--- config.mk ---
export PLATFORM = sky130hd
export DESIGN_NAME = cfg_tlp_responder
export DESIGN_NICKNAME = d
export VERILOG_FILES = /design/src/rtl/cfg_pkg.sv /design/src/rtl/cfg_be_merge.sv /design/src/rtl/cfg_tlp_responder.sv
export SDC_FILE = /design/constraint.sdc
export NUM_CORES = 1
export LEC_CHECK = 0
export BUFFER_PORTS_ARGS = -buffer_cell sky130_fd_sc_hd__buf_2
export CORE_MARGIN = 2
export CORE_UTILIZATION = 44
export DETAILED_ROUTE_END_ITERATION = 6
export PLACE_DENSITY = 0.84
export REMOVE_ABC_BUFFERS = 1
export SYNTH_ARGS = -nofsm -noshare
export SYNTH_HDL_FRONTEND = slang
export SYNTH_SLANG_ARGS = --single-unit
--- constraint.sdc ---
create_clock -name clk -period 2.3 [get_ports clk]
set_clock_uncertainty 0.15 [all_clocks]
set_input_delay 0.46 -clock clk [delete_from_list [all_inputs] [get_ports clk]]
set_output_delay 0.46 -clock clk [all_outputs]
set_load 0.05 [all_outputs]
--- src/rtl/cfg_pkg.sv ---
// Shared definitions for the Type 0 configuration request completer.
// Holds the FSM state encoding, completion status codes, completion
// fmt/type fields and the fixed byte count used by every completion.
package cfg_pkg;

  typedef enum logic [2:0] {
    IDLE,
    READ,
    MERGE,
    WRITE,
    RESP
  } cfg_state_t;

  localparam logic [2:0]  CPL_SC         = 3'b000;
  localparam logic [2:0]  CPL_UR         = 3'b001;

  localparam logic [2:0]  FMT_CPL        = 3'b000;
  localparam logic [2:0]  FMT_CPLD       = 3'b010;
  localparam logic [4:0]  TYPE_CPL       = 5'b01010;

  localparam logic [11:0] CPL_BYTE_COUNT = 12'd4;

endpackage

--- src/rtl/cfg_be_merge.sv ---
// Combinational byte-enable merge plus write-protection mask for one
// configuration DW.
// Ports:
//   old_dw  - current register contents
//   new_dw  - write payload
//   be      - byte enables (1 = take byte from new_dw)
//   reg_num - DW register number being written
//   merged  - value to store back
module cfg_be_merge #(
  parameter int BAR0_BYTES_COUNT = 1024
) (
  input  logic [31:0] old_dw,
  input  logic [31:0] new_dw,
  input  logic [3:0]  be,
  input  logic [9:0]  reg_num,
  output logic [31:0] merged
);

  // BAR0 size bits read back as zero so software can size the aperture.
  localparam logic [31:0] BAR0_KEEP = ~(32'(BAR0_BYTES_COUNT) - 32'd1);

  logic [31:0] by_be;

  always_comb begin
    for (int i = 0; i < 4; i++) begin
      by_be[8*i +: 8] = be[i] ? new_dw[8*i +: 8] : old_dw[8*i +: 8];
    end

    merged = by_be;
    unique case (reg_num)
      10'd0, 10'd2: merged = old_dw;                       // ID / class code
      10'd3:        merged[23:16] = old_dw[23:16];         // header type
      10'd4:        merged = by_be & BAR0_KEEP;            // BAR0
      default:      merged = by_be;
    endcase
  end

endmodule

--- src/rtl/cfg_tlp_responder.sv ---
// Completer for CfgRd0/CfgWr0 requests. Converts each accepted request
// into register-file cycles (read, or read-merge-write for writes) and
// returns one 3DW completion header, with a data DW for successful reads.
// Ports:
//   clk, rst            - clock, asynchronous active-low reset
//   completer_id        - our {bus,dev,func}, captured at accept
//   req_*               - request channel (valid/ready handshake)
//   cs_*                - register-file port (read data one cycle late)
//   cpl_*               - completion channel (valid/ready handshake)
module cfg_tlp_responder
  import cfg_pkg::*;
#(
  parameter int DW_COUNT         = 32,
  parameter int BAR0_BYTES_COUNT = 1024
) (
  input  logic                        clk,
  input  logic                        rst,
  input  logic [15:0]                 completer_id,
  input  logic                        req_valid,
  output logic                        req_ready,
  input  logic                        req_is_write,
  input  logic [9:0]                  req_reg_num,
  input  logic [3:0]                  req_first_be,
  input  logic [31:0]                 req_data,
  input  logic [15:0]                 req_requester_id,
  input  logic [7:0]                  req_tag,
  output logic                        cs_wr_en,
  output logic [$clog2(DW_COUNT)-1:0] cs_addr,
  output logic [31:0]                 cs_data_in,
  input  logic [31:0]                 cs_data_out,
  output logic                        cpl_valid,
  input  logic                        cpl_ready,
  output logic [95:0]                 cpl_hdr,
  output logic [31:0]                 cpl_data,
  output logic                        cpl_has_data
);

  localparam int AW = $clog2(DW_COUNT);

  cfg_state_t  state, state_nxt;

  logic        cap_write;
  logic [9:0]  cap_reg_num;
  logic [3:0]  cap_be;
  logic [31:0] cap_data;
  logic [15:0] cap_rid;
  logic [7:0]  cap_tag;
  logic [15:0] cap_cid;
  logic [2:0]  cap_status;
  logic [31:0] rd_data;
  logic        has_data;
  logic [31:0] merged, merge_out;

  logic        accept;
  logic        out_of_range;

  assign accept       = req_valid && req_ready;
  assign out_of_range = 32'(req_reg_num) >= 32'(DW_COUNT);

  cfg_be_merge #(
    .BAR0_BYTES_COUNT(BAR0_BYTES_COUNT)
  ) u_merge (
    .old_dw (cs_data_out),
    .new_dw (cap_data),
    .be     (cap_be),
    .reg_num(cap_reg_num),
    .merged (merge_out)
  );

  always_ff @(posedge clk or negedge rst) begin
    if (!rst) state <= IDLE;
    else      state <= state_nxt;
  end

  always_comb begin
    state_nxt = state;
    req_ready = 1'b0;
    cs_wr_en  = 1'b0;
    cpl_valid = 1'b0;
    unique case (state)
      IDLE: begin
        req_ready = 1'b1;
        if (req_valid) begin
          if (out_of_range || (req_is_write && req_first_be == 4'd0))
            state_nxt = RESP;
          else
            state_nxt = READ;
        end
      end
      READ:  state_nxt = MERGE;
      MERGE: state_nxt = cap_write ? WRITE : RESP;
      WRITE: begin
        cs_wr_en  = 1'b1;
        state_nxt = RESP;
      end
      RESP: begin
        cpl_valid = 1'b1;
        if (cpl_ready) state_nxt = IDLE;
      end
      default: state_nxt = IDLE;
    endcase
  end

  // Request capture at accept; read data / merged value captured in MERGE.
  always_ff @(posedge clk or negedge rst) begin
    if (!rst) begin
      cap_write   <= 1'b0;
      cap_reg_num <= '0;
      cap_be      <= '0;
      cap_data    <= '0;
      cap_rid     <= '0;
      cap_tag     <= '0;
      cap_cid     <= '0;
      cap_status  <= CPL_SC;
      rd_data     <= '0;
      has_data    <= 1'b0;
      merged      <= '0;
    end else begin
      if (accept) begin
        cap_write   <= req_is_write;
        cap_reg_num <= req_reg_num;
        cap_be      <= req_first_be;
        cap_data    <= req_data;
        cap_rid     <= req_requester_id;
        cap_tag     <= req_tag;
        cap_cid     <= completer_id;
        cap_status  <= out_of_range ? CPL_UR : CPL_SC;
        rd_data     <= '0;
        has_data    <= 1'b0;
      end
      if (state == MERGE) begin
        if (cap_write) begin
          merged <= merge_out;
        end else begin
          rd_data  <= cs_data_out;
          has_data <= 1'b1;
        end
      end
    end
  end

  assign cs_addr    = cap_reg_num[AW-1:0];
  assign cs_data_in = merged;

  // Completion fields are zero outside RESP so idle outputs match reset.
  always_comb begin
    cpl_hdr      = '0;
    cpl_data     = '0;
    cpl_has_data = 1'b0;
    if (cpl_valid) begin
      cpl_hdr[95:64] = {has_data ? FMT_CPLD : FMT_CPL, TYPE_CPL, 14'd0,
                        has_data ? 10'd1 : 10'd0};
      cpl_hdr[63:32] = {cap_cid, cap_status, 1'b0, CPL_BYTE_COUNT};
      cpl_hdr[31:0]  = {cap_rid, cap_tag, 1'b0, 7'd0};
      cpl_data       = rd_data;
      cpl_has_data   = has_data;
    end
  end

endmodule

# Yosys cells after proc, flatten, opt, wreduce, memory -nomap -nowiden
# Cells that the tools add are included.
dict set report totals {
  regBits 158
  word_cells 59
}
dict set report classes {
  n_reduce_logical 10
  n_mux 27
  eq_ne 9
  n_lt_le_gt_ge 1
}
# operator count
set op_table {}
lappend op_table {{$mux W32} 4}
lappend op_table {{$mux W96} 1}
lappend op_table {{$mux W8} 6}
lappend op_table {{$pmux W16 S2} 1}
lappend op_table {{$eq A10 B2 Y1 const B} 2}
lappend op_table {{$pmux W3 S5} 1}
lappend op_table {{$mux W3} 4}
lappend op_table {{$eq A10 B3 Y1 const B} 1}
lappend op_table {{$ge A10 B6 Y1 const B} 1}
lappend op_table {{$logic_not A10 Y1} 1}
lappend op_table {{$mux W1} 9}
lappend op_table {{$eq A3 B2 Y1 const B} 2}
lappend op_table {{$logic_not A4 Y1} 1}
lappend op_table {{$ne A2 B2 Y1 const B} 2}
lappend op_table {{$reduce_and A2 Y1} 2}
lappend op_table {{$eq A3 B1 Y1 const B} 1}
lappend op_table {{$eq A3 B3 Y1 const B} 1}
lappend op_table {{$logic_not A3 Y1} 1}
lappend op_table {{$reduce_or A3 Y1} 1}
lappend op_table {{$logic_and A1 B1 Y1} 2}
lappend op_table {{$mux W2} 1}
lappend op_table {{$reduce_or A2 Y1} 1}
lappend op_table {{$logic_or A1 B1 Y1} 1}

# Depth between registers and ports, before layout
dict set report depth {
  depth_word 6
  depth_mapped 7
  ltp_nobuf 4
}

# Modules after synthesis
# Synthesis repeated with hierarchy kept, for this count alone.
dict set report unflattened {
  cells_unflattened 760
  area_unflattened_um2 7512.2
}
# mod area_per_inst_um2 cells_per_inst seq_area_each_um2 n_inst
set by_module_without_submodules {}
lappend by_module_without_submodules {cfg_tlp_responder 6862.8 687 3903.7 1}
lappend by_module_without_submodules {cfg_be_merge 649.4 73 0.0 1}

# Worst setup path after synthesis
# OpenSTA, ideal clock, no wires.
dict set report synth_path {
  path_kind {register to register}
  from {reg state[1]}
  to {reg cap_cid[10]}
  setup_ns 0.125
  stages_incl_launch_ff 7
  setup_slack_ns -0.619
  t_required_ns 2.025
  t_arrival_ns 2.644
  cell_sequence {dfrtp_1 -> buf_2 -> nor3_1 -> nand2_1 -> clkbuf_1 -> buf_2 -> mux2_2}
}
dict set report synth_via {
  elab_chain_cells 3
}
# item line_no
set synth_rtl {}
lappend synth_rtl {{start, declared} cfg_tlp_responder.sv:40} ;# cfg_state_t state, state_nxt;
lappend synth_rtl {{start signal, assigned} cfg_tlp_responder.sv:72} ;# else state <= state_nxt;
lappend synth_rtl {{$logic_not A3 Y1} cfg_tlp_responder.sv:80} ;# unique case (state)
lappend synth_rtl {{$mux W1} cfg_tlp_responder.sv:80}
lappend synth_rtl {{via req_ready} cfg_tlp_responder.sv:20} ;# output logic req_ready,
lappend synth_rtl {{$logic_and A1 B1 Y1} cfg_tlp_responder.sv:57} ;# assign accept = req_valid && req_ready;
lappend synth_rtl {{end signal, assigned} cfg_tlp_responder.sv:126} ;# cap_cid <= completer_id;
lappend synth_rtl {{end, declared} cfg_tlp_responder.sv:48} ;# logic [15:0] cap_cid;
# The timed path passes the listed nets, and every way through them passes these cells.
# A chain may end at the register's enable or synchronous reset.

# Worst setup path after layout
dict set report layout_path {
  from {reg state[0]}
  to {out cpl_data[7]}
}
dict set report layout_via {
  elab_chain_cells 3
}
# item line_no
set layout_rtl {}
lappend layout_rtl {{$eq A3 B3 Y1} cfg_tlp_responder.sv:80}
lappend layout_rtl {{$mux W1} cfg_tlp_responder.sv:80}
lappend layout_rtl {{$mux W32} cfg_tlp_responder.sv:150} ;# if (cpl_valid) begin
lappend layout_rtl {{end, declared} cfg_tlp_responder.sv:34} ;# output logic [31:0] cpl_data,
# Every way passes these cells.

==> qor.log <==
INFO  run_status     outcome=complete, but fails checks
INFO  run_status     violations=setup timing
INFO  yosys          synth_edf_count=0
INFO  worst_setup_path worst_path_dominant_cell_family=buffers and inverters
INFO  pwr            fin_total_pwr=0.009962W
INFO  worst_setup_path r2r_start=cap_reg_num[6]
INFO  global_routing grt_util_all_layers=21.44%
INFO  worst_setup_path worstRegToRegCells=5
INFO  global_routing first_pass_grt_wire_length=30030um
INFO  routing        wl=20770um
INFO  cells_and_area drive_gt1_share=46.85%
INFO  timing         grt_setup_unrepaired=yes
INFO  pwr            peakVddDrop=634.7uV
INFO  worst_setup_path timing.reg2reg.setup_slack=0.11ns
INFO  placement      detailed_place_hpwl=13250um
INFO  timing         timing_worst_slew_pin_value=0.5008ns
INFO  routing        vias=5947
INFO  routing        avgViaCountPerCell=5.203
INFO  floorplanning  floorplan.initialDensity=44.86%
INFO  clock_tree     clock_sink_count=156
INFO  timing         slew_headroom=66.62%
INFO  worst_setup_path worstSetupStartpointType=register
INFO  timing         final_critical_period=2.332ns
INFO  worst_setup_path critical_path_peak_fanout=13
INFO  hold_path      hold_class=input port to register
INFO  hold_path      hold_path_startpoint=req_data[3]
INFO  hold_path      worst_hold_path.endpoint=cap_data[3]
INFO  cells_and_area multi_input_logic_area=3211um2
INFO  pwr            p_per_area=985.8nW/um2
INFO  global_routing initial_antenna_violation_count=2
INFO  worst_setup_path cp.depth=5
INFO  routing        route.antenna.remaining_nets=0
INFO  clock_tree     ctsLongestPathBuffers=2
INFO  yosys          proportion_of_synthesized_chip_area_in_sequential_cells=52.47%
INFO  worst_setup_path worst_ep_required_time=1.69ns
INFO  pwr            leakagePower=4.886nW
INFO  clock_tree     tritoncts=yes
INFO  worst_setup_path path_class=register to output pin
INFO  floorplanning  die_h=134.0um
INFO  yosys          post_synth_inst_count=678
INFO  timing         final_hold_viol_count=0
INFO  worst_setup_path critPathMaxStageDelay=0.43ns
INFO  clock_tree     cts-htree-levels=4
INFO  global_routing grt_overflow_total=0
INFO  clock_tree     cts_root_buf=clkbuf_16
INFO  timing         period_share=101.4%
INFO  cells_and_area filler_cell_count=1336
INFO  worst_setup_path endpoint_kind=output pin
INFO  routing        wl_per_cell=18.17um
INFO  clock_tree     clk_latency=0.42ns
INFO  cells_and_area finalNetCount=1033
INFO  yosys          synthesis_stage_register_bit_count=156
INFO  cells_and_area register_area=3906um2
INFO  timing         finalSetupTns=-0.5934ns
INFO  timing         final.setup.worst_slack=-0.03206ns
INFO  worst_setup_path critical_path_buf_inv_count=3
INFO  timing         whs=0.1181ns
INFO  worst_setup_path worst_path_max_delay_cell=dfrtp_2
INFO  placement      place_worst_setup_slack=0.05525ns
INFO  yosys          share_of_flip_flops_with_an_asynchronous_set_or_reset_after_synthesis=100.0%
INFO  yosys          mappedNetlistArea=7440um2
INFO  clock_tree     clk_pin_slew=0.06ns
INFO  timing         maxSlewViolCount=0
INFO  routing        drt-initial-drc-count=299
INFO  floorplanning  num_ports=292
INFO  clock_tree     numCtsBuffers=17
INFO  yosys          post_synth_num_cell_types=37
INFO  floorplanning  die-width=134.0um
INFO  placement      port_buffers=241
INFO  cells_and_area utilization=60.93%
INFO  global_routing vias_in_the_first_global_route=5751
INFO  floorplanning  die-area=17960um2
INFO  timing         fmaxAchievable=428.8MHz
INFO  worst_setup_path crit_chain=nor2_4 > buf_6 > buf_12 > and3_1 > buf_6
INFO  placement      finalWeightedCongestion=0.7774
INFO  yosys          postSynthAreaPerCell=10.97um2
INFO  worst_setup_path worst_r2r_endpoint=cs_data_in[2]
INFO  job            max-cap-violations=0
INFO  global_routing maximum_number_of_pins_on_one_net_before_global_route_repair=69
INFO  yosys          synth.yosys.warnings=0
INFO  yosys          synth-main-ff-cell=dfrtp_1
INFO  routing        drt_pre_antenna_iters=5
INFO  timing         finalSetupViolations=45
INFO  floorplanning  placement_rows=47
INFO  routing        drt_drc_violations_left=0
INFO  worst_setup_path cp_common_cell=buf_6
INFO  worst_setup_path timing.critical_path.arrival=1.72ns
INFO  hold_path      timing.hold.worst_path_depth=2
INFO  floorplanning  core_region_area=16580um2
INFO  cells_and_area area.growth.synth_to_final=35.82%
[cell usage after synthesis (9+ instances only)]
master / number / area share, %
o21ai_0: 33 / 2.2
mux2_2: 87 / 13
and3_1: 74 / 6.2
mux2i_1: 24 / 3.2
buf_4: 60 / 6.1
o211ai_1: 11 / 1.1
a21oi_1: 18 / 1.2
dfrtp_1: 156 / 52
buf_2: 9 / 0.61
nand2_1: 87 / 4.4
clkbuf_1: 34 / 1.7
nand3_1: 10 / 0.67
nor2_1: 17 / 0.86
[cell type report]
type,instances,area share [%]
sequential,156,38.66
tap,220,2.724
clock inverter,12,1.461
multi-input combinational,461,31.77
timing repair buffer,274,20.98
antenna,1,0.02476
clock buffer,19,4.383
[report_power, final]
group          total, W  internal, W  switching [W]  leakage [nW]
combinational   0.00346      0.00128        0.00218          2.74
sequential      0.00367      0.00330       0.000369          1.85
clock           0.00284      0.00172        0.00111         0.288
total           0.00996      0.00630        0.00366          4.89
[cell families after synthesis]
family                 count (synthesis)  synth area share (%)
multiplexers                         111                 16.40
AND/OR/NAND/NOR                      208                 14.14
buffers and inverters                110                 8.829
flip-flops                           156                 52.47
AO/OA/AOI/OAI                         92                 8.107
other                                  1               0.05041
[placed cells by master, fill, tap and decap left out, types with 10 or more instances in the layout]
master	instances
buf_2	160
dfrtp_1	154
mux2_2	87
nand2_1	86
and3_1	54
conb_1	50
buf_6	44
buf_4	39
o21ai_0	33
mux2i_1	24
and3_4	20
clkbuf_16	19
a21oi_1	18
buf_8	18
nor2_1	16
o211ai_1	11
nand3_1	10
buf_12	10
[flip-flops by register name (all words and copies together), names as in the netlist]
| signal | cells |
|---|---|
| cap_rid | 16 |
| cap_reg_num | 10 |
| cap_write | 1 |
| cs_data_in | 32 |
| cap_tag | 8 |
| state | 3 |
| cap_be | 4 |
| cap_cid | 16 |
| rd_data | 32 |
| cap_data | 32 |
| cap_status | 1 |
| has_data | 1 |
[per-layer routing]
metal	up-vias	global-route usage [%]	part of all wire (%)
li1	2730	-	-
met1	2896	26.24	39
met2	289	36.95	51
met3	32	6.274	8.1
met4	0	6.199	2.1
met5	-	0	0
[how the worst max path moves through the flow]
stage	start	end	slack (ns)
floorplan	state[2]	cs_data_in[16]	-4.31
global placement	cap_reg_num[4]	cs_data_in[18]	0.11
detailed placement	cap_reg_num[4]	cs_data_in[21]	0.06
CTS	state[0]	cpl_hdr[64]	-0.05
global route	state[0]	cpl_data[7]	-0.10
finish	state[0]	cpl_data[7]	-0.03
[through the flow]
| step | std cells | instance area [um2] |
|---|---|---|
| after global placement | 1101 | 8765 |
| final | 1143 | 10100 |
| after floorplan | 617 | 6967 |
| after detailed placement | 1101 | 8765 |
| after CTS | 1133 | 9594 |
| after global routing | 1143 | 10100 |
[worst register-to-register path: stages, from the launching register on]
cell,delay [ns]
dfrtp_1,0.38
or4_4,0.54
buf_4,0.18
a211o_2,0.31
nand2_1,0.32
o211ai_1,0.16
[repair_timing]
| action | in CTS | in global routing |
|---|---|---|
| hold buffers | 1 | 0 |
| setup endpoints to repair | 80 | 87 |
| pin swaps | 0 | 9 |
| hold endpoints to repair | 40 | 0 |
| gates resized for setup | 88 | 99 |
| buffers inserted | 0 | 4 |
| cloned | 0 | 5 |
Power figures use the tool's default switching activity.
